`src/rtl/rv_pipeline_ctrl.sv`:
```
// Hazard and pipeline-control unit for the 5-stage RV64 core: stage valids, stalls, redirects, forwarding.
// Optional performance counters are built only when PERF_COUNTERS_EN is defined.
module rv_pipeline_ctrl #(
  parameter int XLEN   = 64,
  parameter int REG_AW = 5,
  parameter int CNT_W  = 32
) (
  input  logic              clk_i,
  input  logic              reset_i,
  input  logic [REG_AW-1:0] id_rs1_i,
  input  logic [REG_AW-1:0] id_rs2_i,
  input  logic              id_use_rs1_i,
  input  logic              id_use_rs2_i,
  input  logic [REG_AW-1:0] ex_rs1_i,
  input  logic [REG_AW-1:0] ex_rs2_i,
  input  logic [REG_AW-1:0] ex_rd_i,
  input  logic              ex_memread_i,
  input  logic              ex_busy_i,
  input  logic              ex_br_taken_i,
  input  logic [XLEN-1:0]   ex_br_target_i,
  input  logic [REG_AW-1:0] mem_rd_i,
  input  logic              mem_regwrite_i,
  input  logic [REG_AW-1:0] wb_rd_i,
  input  logic              wb_regwrite_i,
  output logic              pc_we_o,
  output logic              pc_sel_o,
  output logic [XLEN-1:0]   pc_target_o,
  output logic              ifid_we_o,
  output logic              ifid_flush_o,
  output logic              idex_bubble_o,
  output logic              exmem_bubble_o,
  output logic [1:0]        fwd_a_o,
  output logic [1:0]        fwd_b_o,
  output logic              v_id_o,
  output logic              v_ex_o,
  output logic              v_mem_o,
  output logic              v_wb_o,
  output logic              retire_o,
  output logic [CNT_W-1:0]  cnt_cycle_o,
  output logic [CNT_W-1:0]  cnt_retire_o,
  output logic [CNT_W-1:0]  cnt_stall_o,
  output logic [CNT_W-1:0]  cnt_flush_o
);

  logic v_id_q, v_ex_q, v_mem_q, v_wb_q;
  logic v_id_d, v_ex_d, v_mem_d, v_wb_d;
  logic redirect_s;
  logic loaduse_s;

  // MEM result is younger than WB writedata, so it wins a double match; x0 is never forwarded.
  function automatic logic [1:0] fwd_sel(input logic [REG_AW-1:0] src);
    logic [1:0] sel;
    if (v_mem_q && mem_regwrite_i && (mem_rd_i != {REG_AW{1'b0}}) && (mem_rd_i == src)) begin
      sel = 2'b10;
    end else if (v_wb_q && wb_regwrite_i && (wb_rd_i != {REG_AW{1'b0}}) && (wb_rd_i == src)) begin
      sel = 2'b01;
    end else begin
      sel = 2'b00;
    end
    return sel;
  endfunction

  assign redirect_s = v_ex_q & ex_br_taken_i & ~ex_busy_i;
  assign loaduse_s  = v_id_q & v_ex_q & ex_memread_i & (ex_rd_i != {REG_AW{1'b0}}) &
                      ((id_use_rs1_i & (id_rs1_i == ex_rd_i)) |
                       (id_use_rs2_i & (id_rs2_i == ex_rd_i)));

  // Control strobes and next stage-valids; priority busy > redirect > load-use > normal.
  always_comb begin
    pc_we_o        = 1'b0;
    pc_sel_o       = 1'b0;
    ifid_we_o      = 1'b0;
    ifid_flush_o   = 1'b0;
    idex_bubble_o  = 1'b0;
    exmem_bubble_o = 1'b0;
    fwd_a_o        = 2'b00;
    fwd_b_o        = 2'b00;
    v_id_d         = v_id_q;
    v_ex_d         = v_ex_q;
    v_mem_d        = v_mem_q;
    v_wb_d         = v_wb_q;
    if (reset_i) begin
      v_id_d  = 1'b0;
      v_ex_d  = 1'b0;
      v_mem_d = 1'b0;
      v_wb_d  = 1'b0;
    end else begin
      fwd_a_o = fwd_sel(ex_rs1_i);
      fwd_b_o = fwd_sel(ex_rs2_i);
      v_wb_d  = v_mem_q;
      if (ex_busy_i) begin
        exmem_bubble_o = 1'b1;
        v_mem_d        = 1'b0;
      end else if (redirect_s) begin
        // The branch itself carries on into MEM; the two younger slots are squashed.
        pc_we_o       = 1'b1;
        pc_sel_o      = 1'b1;
        ifid_flush_o  = 1'b1;
        idex_bubble_o = 1'b1;
        v_id_d        = 1'b0;
        v_ex_d        = 1'b0;
        v_mem_d       = 1'b1;
      end else if (loaduse_s) begin
        idex_bubble_o = 1'b1;
        v_ex_d        = 1'b0;
        v_mem_d       = v_ex_q;
      end else begin
        pc_we_o   = 1'b1;
        ifid_we_o = 1'b1;
        v_id_d    = 1'b1;
        v_ex_d    = v_id_q;
        v_mem_d   = v_ex_q;
      end
    end
  end

  // Stage-valid registers.
  always_ff @(posedge clk_i) begin
    v_id_q  <= v_id_d;
    v_ex_q  <= v_ex_d;
    v_mem_q <= v_mem_d;
    v_wb_q  <= v_wb_d;
  end

  assign pc_target_o = reset_i ? {XLEN{1'b0}} : ex_br_target_i;
  assign v_id_o      = v_id_q  & ~reset_i;
  assign v_ex_o      = v_ex_q  & ~reset_i;
  assign v_mem_o     = v_mem_q & ~reset_i;
  assign v_wb_o      = v_wb_q  & ~reset_i;
  assign retire_o    = v_wb_q  & ~reset_i;

`ifdef PERF_COUNTERS_EN
  logic [CNT_W-1:0] cnt_cycle_q, cnt_retire_q, cnt_stall_q, cnt_flush_q;

  function automatic logic [CNT_W-1:0] sat_inc(input logic [CNT_W-1:0] c, input logic en);
    logic [CNT_W-1:0] r;
    if (en && (c != {CNT_W{1'b1}})) begin
      r = c + {{(CNT_W-1){1'b0}}, 1'b1};
    end else begin
      r = c;
    end
    return r;
  endfunction

  // Saturating event counters.
  always_ff @(posedge clk_i) begin
    if (reset_i) begin
      cnt_cycle_q  <= {CNT_W{1'b0}};
      cnt_retire_q <= {CNT_W{1'b0}};
      cnt_stall_q  <= {CNT_W{1'b0}};
      cnt_flush_q  <= {CNT_W{1'b0}};
    end else begin
      cnt_cycle_q  <= sat_inc(cnt_cycle_q, 1'b1);
      cnt_retire_q <= sat_inc(cnt_retire_q, v_wb_q);
      cnt_stall_q  <= sat_inc(cnt_stall_q, ex_busy_i | loaduse_s);
      cnt_flush_q  <= sat_inc(cnt_flush_q, redirect_s);
    end
  end

  assign cnt_cycle_o  = reset_i ? {CNT_W{1'b0}} : cnt_cycle_q;
  assign cnt_retire_o = reset_i ? {CNT_W{1'b0}} : cnt_retire_q;
  assign cnt_stall_o  = reset_i ? {CNT_W{1'b0}} : cnt_stall_q;
  assign cnt_flush_o  = reset_i ? {CNT_W{1'b0}} : cnt_flush_q;
`else
  assign cnt_cycle_o  = {CNT_W{1'b0}};
  assign cnt_retire_o = {CNT_W{1'b0}};
  assign cnt_stall_o  = {CNT_W{1'b0}};
  assign cnt_flush_o  = {CNT_W{1'b0}};
`endif

endmodule

```
`config.mk`:
```
export PLATFORM = sky130hd
export DESIGN_NAME = rv_pipeline_ctrl
export DESIGN_NICKNAME = d
export VERILOG_FILES = /design/src/rtl/rv_pipeline_ctrl.sv
export SDC_FILE = /design/constraint.sdc
export NUM_CORES = 1
export LEC_CHECK = 0
export CAP_MARGIN = 20
export CORE_AREA = 2 2 122 124
export CTS_CLUSTER_DIAMETER = 80
export DETAILED_ROUTE_END_ITERATION = 7
export DIE_AREA = 0 0 124 126
export HOLD_SLACK_MARGIN = 0.02
export SYNTH_ARGS = -nofsm -noshare
export SYNTH_HDL_FRONTEND = slang
export SYNTH_SLANG_ARGS = --single-unit
```
`constraint.sdc`:
```
create_clock -name clk_i -period 2.7 [get_ports clk_i]
set_clock_uncertainty 0.2 [all_clocks]
set_input_delay 0.675 -clock clk_i [delete_from_list [all_inputs] [get_ports clk_i]]
set_output_delay 0.675 -clock clk_i [all_outputs]
set_load 0.05 [all_outputs]
```
After elaboration in Yosys (flattened, before gate mapping)
Index checks and enable logic that the tools add are counted.

Register bits after elaboration: 4. Input port bits: 108. Output and inout port bits: 207. Word-level logic and storage cells: 67.

Bitwise logic cells: 15. Reductions and logical operators: 13. Mux-type cells: 28. Eq/ne operators: 7.

Operator list (number): $mux W64 (1); $eq A5 B5 Y1 (6); $mux W1 (23); $reduce_bool A5 Y1 (3); $and A1 B1 Y1 (12); $logic_and A1 B1 Y1 (8); $mux W2 (4); $ne A2 B2 Y1 const B (1); $not A1 Y1 (2); $reduce_and A2 Y1 (1); $reduce_or A2 Y1 (1); $or A1 B1 Y1 (1).

Depth between registers and ports, before layout
Depth after elaboration: 8. Depth in mapped cells: 5. Gate-level depth less buffers: 4.

Worst setup path after synthesis
No wires, ideal clock.

Path kind: input to output. Start: in reset_i. End: out fwd_a_o[0]. Setup slack: -1.235 ns. Data arrival time: 3.060 ns. Path buffers: 0. Stages: 4. Required time: 1.825 ns. Cell sequence: nor2b_1 > o211ai_1 > or4_1 > nor4_2.

Word-level cells in the longest chain between the ends: 1.

Ends and longest elaborated chain: start, declared (line 9) `input logic reset_i,`; $mux W2 (line 82) `if (reset_i) begin`; end, declared (line 32) `output logic [1:0] fwd_a_o,`.

No other way between the ends.

Worst setup path in the final report
Start: in mem_rd_i[3]. End: out fwd_a_o[0].

Word-level cells in the longest chain between the ends: 5. Elaborated cells on any way between the ends: 6. Classes of those cells: eq/ne: 1; mux: 2; reduce/logical: 3.

Ends and longest elaborated chain: start, declared (line 21) `input logic [REG_AW-1:0] mem_rd_i,`; $reduce_bool A5 Y1 (line 53) `if (v_mem_q && mem_regwrite_i && (mem_rd_i != {REG_AW{1'b0}}) && (mem_rd_i == src)) begin`; $logic_and A1 B1 Y1 (line 53); $logic_and A1 B1 Y1 (*) (line 53); $mux W2 (*) (line 53); $mux W2 (*) (line 82).

Mark *: on every way between the ends. The rest lies on a longest branch, timed or not.

==> impl_results.md <==
- Initial DRC Count: 18
- CTS tree: yes
- Clk network pwr share: 17.4%
- Internal power: 541 uW
- CP Capture Type: primary output
- Initial Util: 14.2%
- Synth top area cells: buf_4 48%, nor2b_1 23%, xnor2_1 6.9%, xor2_1 6.0%, dfxtp_1 3.9%
- Sequential share of power: 5.2%
- DRT Pass-1 Iters: 4
- Post-synth cell types: 27
- CP arrival: 2090 ps
- Largest stage delay on the critical path: 540 ps
- I/O pin count: 315
- Cells after DPL: 663
- # setup viols final: 7
- Total GRT Usage: 8.05%
- Core outline area: 0.0143 mm2
- Hold-fix buffers, CTS: 0
- Worst min path class: reg2reg
- Sw frac: 58.7%
- Antenna Cells: 0
- Fmax: 0.337 GHz
- Wirelength per Cell: 10.5 um
- Outcome: finished with violations
- Critical-path cell with the highest stage delay: or4_4
- CP Class: in2out
- Antenna viol nets, final: 0
- Synth Area in Compound Gates: 4.13%
- Layout area overhead: 97.3%
- Ratio of final minimum period to clock period: 110%
- Ys Warns: 0
- Fin. max-slew vios: 0
- First-pass GRT wire length: 10000 um
- Psw: 768 uW
- Row cnt: 44
- Clock Sink Count: 4
- Leakage: 1.93 nW
- Die Span Y: 126 um
- CTS buffer count: 3
- Mux cell area share after synthesis: 0%
- Pwr Total: 1.31 mW
- Combinational power share: 77.4%
- Die span in x: 124 um
- Fin Setup TNS: -1380 ps
- PD cells: 327 mW/mm2
- Max FO, Critical Path: 2
- Insertion delay to the later sink of the worst-skew pair: 220 ps
- Initial antenna violation count: 0
- Worst vdd ir: 145 uV
- Minimum clock period: 2970 ps
- Required time of the critical path: 1820 ps
- Avg Synthesized Cell Area: 7.27 um2
- Worst path bufs/invs: 2
- Via density: 3.16
- Vias in the first global route: 2015
- Nets: 596
- Final wirelength: 7030 um
- Clock Pin Slew Worst Setup and Hold Paths: 30 ps
- Final hold slack: 433 ps
- Netlist Area Pre-Place: 0.00203 mm2
- Final hold vios: 0
- Largest family of logic cells by synthesized area: buffers and inverters
- Post-Layout Cell Count: 670
- FF+latch count, synth: 4
- Die ar.: 0.0156 mm2
- Startpoint types: input pin
- Kind of cell adding the most delay to the critical path: simple AND/OR/NAND/NOR gates
- Post-route DRC: 0
- Simple-Gate Fraction of Synth Area: 29.2%
- Grt total ovfl: 0
- Violated checks: setup timing
- Via count: 2119
- Register area share after synthesis: 3.95%
- Largest net degree at the start of global routing: 41
- RePlAce Congestion: 0.714
- Post-synth top area share: 48.1%
- Dominant cell type by area after synthesis: buf_4
- Crit-path cells: buf_6, or4_4, o211ai_4, nor4_4, nor4_4, buf_12
- Top cell by count, worst path: nor4_4
- Number of max-cap violations: 0
- RSZ-0062 raised after global routing: yes
- Dpl hpwl: 6230 um
- Count of input and output buffers: 186
- # H-tree levels: 1
- Synth Area in Adders: 0%
- Layout cells sized above 1: 32.1%
- CTS root buf: clkbuf_16
- XOR/XNOR Fraction of Synth Area: 12.9%
- Cells after synthesis: 279
- Clk buf depth: 2
- Final setup margin: -266 ps
==> cell usage after synthesis (all sizes together) <==
cell type,count
nor4,4
a2bb2oi,1
xnor2,16
o211ai,2
a21oi,2
o311a,1
or3,1
dfxtp,4
and2,1
o22ai,1
conb,1
clkbuf,8
xor2,14
nand4,2
a31oi,1
a21boi,1
nor2b,73
and3,1
or4,4
o21ai,1
nor2,2
nand2,4
a41o,1
nand3,3
buf,130
==> path summary, 6_finish.rpt <==
kind / from / end / slack [ps] / cells past startpoint
worst min-delay path: v_mem_q$_SDFF_PP0_ / v_wb_q$_SDFF_PP0_ / 430 / 2
worst max register to register: v_ex_q$_SDFFE_PP0N_ / v_ex_q$_SDFFE_PP0N_ / 1380 / 4
worst max-delay path: mem_rd_i[3] / fwd_a_o[0] / -270 / 6
worst min register to register: v_mem_q$_SDFF_PP0_ / v_wb_q$_SDFF_PP0_ / 430 / 2
==> through the flow <==
stage | utilization (%) | cell area (um2) | worst slack (ps)
2_1_floorplan | - | 2620 | -371
3_3_place_gp | 26.8 | 3830 | -758
3_5_place_dp | 26.8 | 3830 | -700
4_1_cts | 27.9 | 3990 | -274
5_1_grt | 28.0 | 4010 | -321
6_report | 28.0 | 4010 | -266
==> power groups by stage <==
stage	clock, mW	sequential [mW]	combinational (mW)
after CTS	0.233	0.0680	1.01
final	0.228	0.0679	1.01
after detailed placement	0	0.0683	1.01
after global routing	0.240	0.0688	1.06
after floorplan	0	0.0666	0.843
after global placement	0	0.0683	1.01
==> cell families after synthesis <==
family	after synthesis
simple gates	95
xor+xnor	30
other cells	1
compound gates	11
buf+inv	138
flops	4
==> worst register-to-register path: cells and delay by family, from the launching register on <==
kind,cells,cell delay (ps)
AO/OA/AOI/OAI,3,500
buffers and inverters,1,110
flip-flops,1,390
==> layer usage <==
layer	share of wire (%)	vias up	track usage, %
li1	-	1030	-
met1	35	931	9.16
met2	55	154	15.5
met3	8.8	4	1.22
met4	0.71	0	1.78
met5	0	-	0
==> timing repair <==
item	4_1_cts	5_1_grt
gates resized for setup	114	8
endpoints found under the setup margin	7	8
buffers inserted	3	1
pin swaps	32	10
==> sequential cells by signal, indices dropped and copies added (netlist names) <==
name     flops
v_id_q       1
v_mem_q      1
v_wb_q       1
v_ex_q       1
==> layout by cell type, fill, tap and decap left out, drive strengths merged, types with 3 or more instances in the layout <==
cell type	instances
buf	123
clkbuf	5
clkdlybuf4s15	7
clkdlybuf4s50	68
conb	128
dfxtp	4
dlygate4sd2	12
dlymetal6s2s	3
nand2	4
nand3	3
nor2b	73
nor4	4
or4	4
xnor2	16
xor2	14
==> cell type report <==
type / instances / area (um2)
clock buffer: 3 / 75.1
fill: 1582 / 10300
multi-input combinational: 264 / 1620
tap: 184 / 230
sequential: 4 / 80.1
timing repair buffer: 215 / 2000
(Power assumes the default switching activity.)
